File: config.mk
export PLATFORM = sky130hd
export DESIGN_NAME = multiword_add_ctrl
export DESIGN_NICKNAME = d
export VERILOG_FILES = /design/src/rtl/multiword_add_ctrl.sv
export SDC_FILE = /design/constraint.sdc
export NUM_CORES = 1
export LEC_CHECK = 0
export ABC_AREA = 1
export BUFFER_PORTS_ARGS = -buffer_cell sky130_fd_sc_hd__buf_2
export CAP_MARGIN = 5
export CORE_MARGIN = 4
export CORE_UTILIZATION = 29
export CTS_BUF_LIST = sky130_fd_sc_hd__clkbuf_4 sky130_fd_sc_hd__clkbuf_8
export CTS_CLUSTER_DIAMETER = 80
export DETAILED_ROUTE_END_ITERATION = 8
export SLEW_MARGIN = 30
export SYNTH_ARGS = -nofsm -noshare
export SYNTH_HDL_FRONTEND = slang
export SYNTH_SLANG_ARGS = --single-unit
export TNS_END_PERCENT = 100
File: constraint.sdc
create_clock -name clk -period 6.1 [get_ports clk]
set_clock_uncertainty 0.05 [all_clocks]
set_input_delay 0 -clock clk [delete_from_list [all_inputs] [get_ports clk]]
set_output_delay 0 -clock clk [all_outputs]
set_load 0.02 [all_outputs]
File: src/rtl/multiword_add_ctrl.sv
// Multi-word add controller: streams NUM_WORDS operand words, LS word first, through one shared ripple-carry adder.
// Optional build macro MULTIWORD_ADD_SUB_EN adds a 'sub' port for two's-complement subtraction.

module adder_nbit #(
   parameter int unsigned BIT_WIDTH = 4
) (
   input  logic [BIT_WIDTH-1:0] a,
   input  logic [BIT_WIDTH-1:0] b,
   input  logic                 cin,
   output logic [BIT_WIDTH-1:0] sum,
   output logic                 cout
);

   logic carry;

   always_comb begin
      carry = cin;
      sum   = '0;
      for (int unsigned i = 0; i < BIT_WIDTH; i++) begin
         sum[i] = a[i] ^ b[i] ^ carry;
         carry  = (a[i] & b[i]) | (carry & (a[i] ^ b[i]));
      end
      cout = carry;
   end

endmodule

module multiword_add_ctrl #(
   parameter int unsigned BIT_WIDTH = 4,
   parameter int unsigned NUM_WORDS = 4
) (
   input  logic                 clk,
   input  logic                 n_rst,
`ifdef MULTIWORD_ADD_SUB_EN
   input  logic                 sub,
`endif
   input  logic                 start,
   input  logic                 carry_in,
   input  logic                 word_valid,
   input  logic [BIT_WIDTH-1:0] a_word,
   input  logic [BIT_WIDTH-1:0] b_word,
   output logic                 word_ready,
   output logic [BIT_WIDTH-1:0] sum_word,
   output logic                 sum_valid,
   output logic                 busy,
   output logic                 done,
   output logic                 carry_out
);

   localparam int unsigned CW = (NUM_WORDS > 1) ? $clog2(NUM_WORDS) : 1;

   typedef enum logic [1:0] {
      IDLE,
      RUN,
      DONE
   } state_e;

   state_e               state_q, state_d;
   logic [CW-1:0]        count_q, count_d;
   logic                 carry_q, carry_d;
   logic [BIT_WIDTH-1:0] sum_word_q, sum_word_d;
   logic                 sum_valid_q, sum_valid_d;
   logic                 carry_out_q, carry_out_d;

   logic [BIT_WIDTH-1:0] b_eff;
   logic                 init_carry;
   logic [BIT_WIDTH-1:0] add_sum;
   logic                 add_cout;
   logic                 last_word;

`ifdef MULTIWORD_ADD_SUB_EN
   logic sub_q, sub_d;

   // Subtraction is A + ~B + 1, so the initial carry is forced high.
   assign b_eff      = sub_q ? ~b_word : b_word;
   assign init_carry = sub | carry_in;

   always_comb begin
      sub_d = sub_q;
      if (state_q == IDLE && start) begin
         sub_d = sub;
      end
   end

   always_ff @(posedge clk) begin
      if (!n_rst) begin
         sub_q <= 1'b0;
      end else begin
         sub_q <= sub_d;
      end
   end
`else
   assign b_eff      = b_word;
   assign init_carry = carry_in;
`endif

   adder_nbit #(
      .BIT_WIDTH(BIT_WIDTH)
   ) u_adder (
      .a   (a_word),
      .b   (b_eff),
      .cin (carry_q),
      .sum (add_sum),
      .cout(add_cout)
   );

   assign last_word = (count_q == CW'(NUM_WORDS - 1));

   always_comb begin
      state_d     = state_q;
      count_d     = count_q;
      carry_d     = carry_q;
      sum_word_d  = sum_word_q;
      sum_valid_d = 1'b0;
      carry_out_d = carry_out_q;

      case (state_q)
         IDLE: begin
            if (start) begin
               state_d     = RUN;
               count_d     = '0;
               carry_d     = init_carry;
               carry_out_d = 1'b0;
            end
         end
         RUN: begin
            if (word_valid) begin
               sum_word_d  = add_sum;
               sum_valid_d = 1'b1;
               carry_d     = add_cout;
               if (last_word) begin
                  state_d     = DONE;
                  carry_out_d = add_cout;
               end else begin
                  count_d = count_q + CW'(1);
               end
            end
         end
         DONE: begin
            state_d = IDLE;
         end
         default: begin
            state_d = IDLE;
         end
      endcase
   end

   always_ff @(posedge clk) begin
      if (!n_rst) begin
         state_q     <= IDLE;
         count_q     <= '0;
         carry_q     <= 1'b0;
         sum_word_q  <= '0;
         sum_valid_q <= 1'b0;
         carry_out_q <= 1'b0;
      end else begin
         state_q     <= state_d;
         count_q     <= count_d;
         carry_q     <= carry_d;
         sum_word_q  <= sum_word_d;
         sum_valid_q <= sum_valid_d;
         carry_out_q <= carry_out_d;
      end
   end

   // Outputs are qualified by n_rst so they read zero during the reset cycle itself, not only after it.
   assign word_ready = n_rst && (state_q == RUN);
   assign busy       = n_rst && (state_q != IDLE);
   assign done       = n_rst && (state_q == DONE);
   assign sum_valid  = n_rst && sum_valid_q;
   assign sum_word   = n_rst ? sum_word_q : '0;
   assign carry_out  = n_rst && carry_out_q;

endmodule

==> run_results.csv <==
group,metric,value,unit
outcome,status,"finished clean",
critical_path,cp_common_cell,"fa_1",
critical_path,arrival,2270,ps
placed_design,place_congestion,0.793,
sta,setup_tns,0,ps
routing,drc,0,
critical_path,ff2ff_setup_slack,3980,ps
critical_path,worstPathMaxFanout,2,
cells_and_area,layout-drive-gt1-share,31.7,%
synthesis,yosysUniqueCellTypes,20,
power_and_ir_drop,vdd_ir_drop_max,0.0931,mV
power_and_ir_drop,p_leak,0.529,nW
sta,finalSetupViolCount,0,
cells_and_area,antenna_cells,0,
routing,ant_nets,0,
global_route,antenna_found_initial,0,
cells_and_area,fillerInstances,249,
synthesis,synth_seq_cells,11,
die,die_h,57.7,µm
synthesis,synth_seq_area_share,30.8,%
global_route,gr-usage-all-layers,9.48,%
critical_path,r2r_start,"carry_q",
clocking,cts_setup_buffers,0,
routing,dr_total_vias,642,
clocking,cts-root-buf,"clkbuf_4",
placed_design,hpwl,1150,µm
sta,fmax,472,MHz
sta,fin_crit_sh,34.7,%
critical_path,start_kind,"register",
clocking,post_cts_resized,0,
global_route,grt_pass1_vias,612,
critical_path,critPathLaunch,"carry_q",
global_route,grt_overflow_total,0,
routing,drtIter0Drc,6,
clocking,htreeDepth,1,
synthesis,synthesis.area,716,µm²
clocking,clk_pin_slew,80,ps
global_route,grt_max_degree,13,
die,core-area,2280,µm²
clocking,insertion_delay,270,ps
clocking,cts_buffers,3,
routing,dr.pass1.iters,3,
die,initial_core_util,31.4,%
cells_and_area,area_growth,20.3,%
placed_design,port_buffers,21,
job,cap_violations,0,
cells_and_area,layout.nets,139,
synthesis,synth_top_area_share,30.8,%
critical_path,cp_top_family,"adder cells",
critical_path,criticalPathCategory,"register to register",
sta,hold_viol,0,
sta,rsz0062_at_grt,"false",
critical_path,endpoint_kind,"register",
global_route,grt_pass1_wl,2430,µm
clocking,cts_tree,"built",
clocking,cts_hold_buffers,0,
die,dieWidth,57.7,µm
critical_path,max_stage_delay,430,ps
synthesis,avgSynthCellArea,7.38,µm²
critical_path,crit_required,6250,ps
synthesis,synthCells,97,
routing,vias_per_cell,4.34,
die,pin_count,22,
synthesis,yosysWarnings,0,
sta,relSlewSlack,72.7,%
die,row_count,17,
sta,fin_crit,2120,ps
sta,timing.final.max_slew_violations,0,
clocking,cts_buffer_depth,2,
die,die_area,3330,µm²
sta,worstMarginPinSlew,408,ps
hold_path,hold_path.class,"input pin to register",
synthesis,yosys.area.top_type,"dfxtp_1",
routing,routedWlPerCell,9.43,µm
synthesis,syn_nets,115,
power_and_ir_drop,p_per_area,208,nW/µm²
sta,holdWs,9.16,ps
critical_path,crit_path_top_delay_cell,"fa_1",
synthesis,netlist_top_cells_area,"dfxtp_1 31%, inv_1 12%, fa_1 11%, nand2_1 10%, nor2_1 6.8%",
critical_path,worst-path-buf-inv,3,
routing,detail_route.wirelength,1400,µm
critical_path,path_cells,"fa_1 -> inv_1 -> fa_1 -> inv_1 -> fa_1 -> inv_1 -> fa_1 -> a22oi_1",
hold_path,hp-start,"n_rst",
clocking,clock_sinks,11,
## report_power, final
group,internal [W],switching (W),leakage (nW)
Clock,0.0000298,0.0000261,0.0184
Sequential,0.0000771,0.00000378,0.0905
Combinational,0.0000170,0.0000253,0.420
Total,0.000124,0.0000551,0.529
## cell families after synthesis
family / count (synthesis) / share of synthesized area [%]
AND/OR/NAND/NOR: 46 / 32.9
buffers and inverters: 27 / 16.6
flip-flops: 11 / 30.8
AO/OA/AOI/OAI: 8 / 6.82
adder cells (fa/ha/maj): 5 / 12.9
## cell type report
class | instances | area (µm²) | area share [%]
well taps | 28 | 35.0 | 4.07
inverters | 25 | 93.8 | 10.9
repair buffers | 21 | 105 | 12.2
flip-flops and latches | 11 | 220 | 25.6
multi-input cells | 59 | 377 | 43.7
clock buffers | 4 | 30.0 | 3.49
## final timing paths
kind                        end  cells past startpoint
hold reg to reg   sum_word_q[2]                      2
setup reg to reg  sum_word_q[3]                      8
setup / recovery  sum_word_q[3]                      8
hold / removal      carry_out_q                      3
## state kept, by name (all words and copies together), names as in the netlist
signal,cells
sum_word_q,4
count_q,2
state_q,2
carry_out_q,1
carry_q,1
sum_valid_q,1
## synth_stat cells
cell / number
nand3_1: 1
nor2_1: 13
nand2_4: 2
inv_1: 23
a21oi_1: 4
a21oi_2: 1
nand3_2: 3
nand4_1: 1
nand2_2: 3
nor3_1: 2
nand2_1: 19
inv_2: 2
ha_1: 1
fa_1: 4
buf_6: 1
dfxtp_1: 11
o21ai_0: 1
a22oi_1: 2
clkbuf_8: 1
nor2_4: 2
## stage by stage
| step | utilization, % | area (µm²) | instances | total power (W) | worst slack [ps] |
|---|---|---|---|---|---|
| 2_1_floorplan | - | 716 | 97 | 0.000114 | 4090 |
| 3_3_place_gp | 36.5 | 831 | 144 | 0.000124 | 4030 |
| 3_5_place_dp | 36.5 | 831 | 144 | 0.000126 | 3970 |
| 4_1_cts | 37.8 | 861 | 148 | 0.000180 | 3960 |
| 5_1_grt | 37.8 | 861 | 148 | 0.000192 | 3780 |
| 6_report | 37.8 | 861 | 148 | 0.000179 | 3980 |
## tightest hold or removal path, stage by stage
cell,delay (ps)
buf_2,180
nand2_1,90
nor2_1,30
## cells in the final DEF (no fill, tap or decap), drive strengths merged
cell	Yosys	final
ha	1	1
nor3	2	2
o21ai	1	1
a21oi	5	5
nand2	24	24
nand4	1	1
a22oi	2	2
inv	25	25
clkbuf	1	4
fa	4	4
dfxtp	11	11
nand3	4	4
nor2	15	15
buf	1	21
## metal layers
layer / track usage [%] / routed length [µm] / vias up
li1: - / - / 330
met1: 10.7 / 615 / 289
met2: 15.6 / 634 / 18
met3: 2.67 / 106 / 5
met4: 5.96 / 40 / 0
met5: 0 / 0 / -
Power figures use the tool's default switching activity.
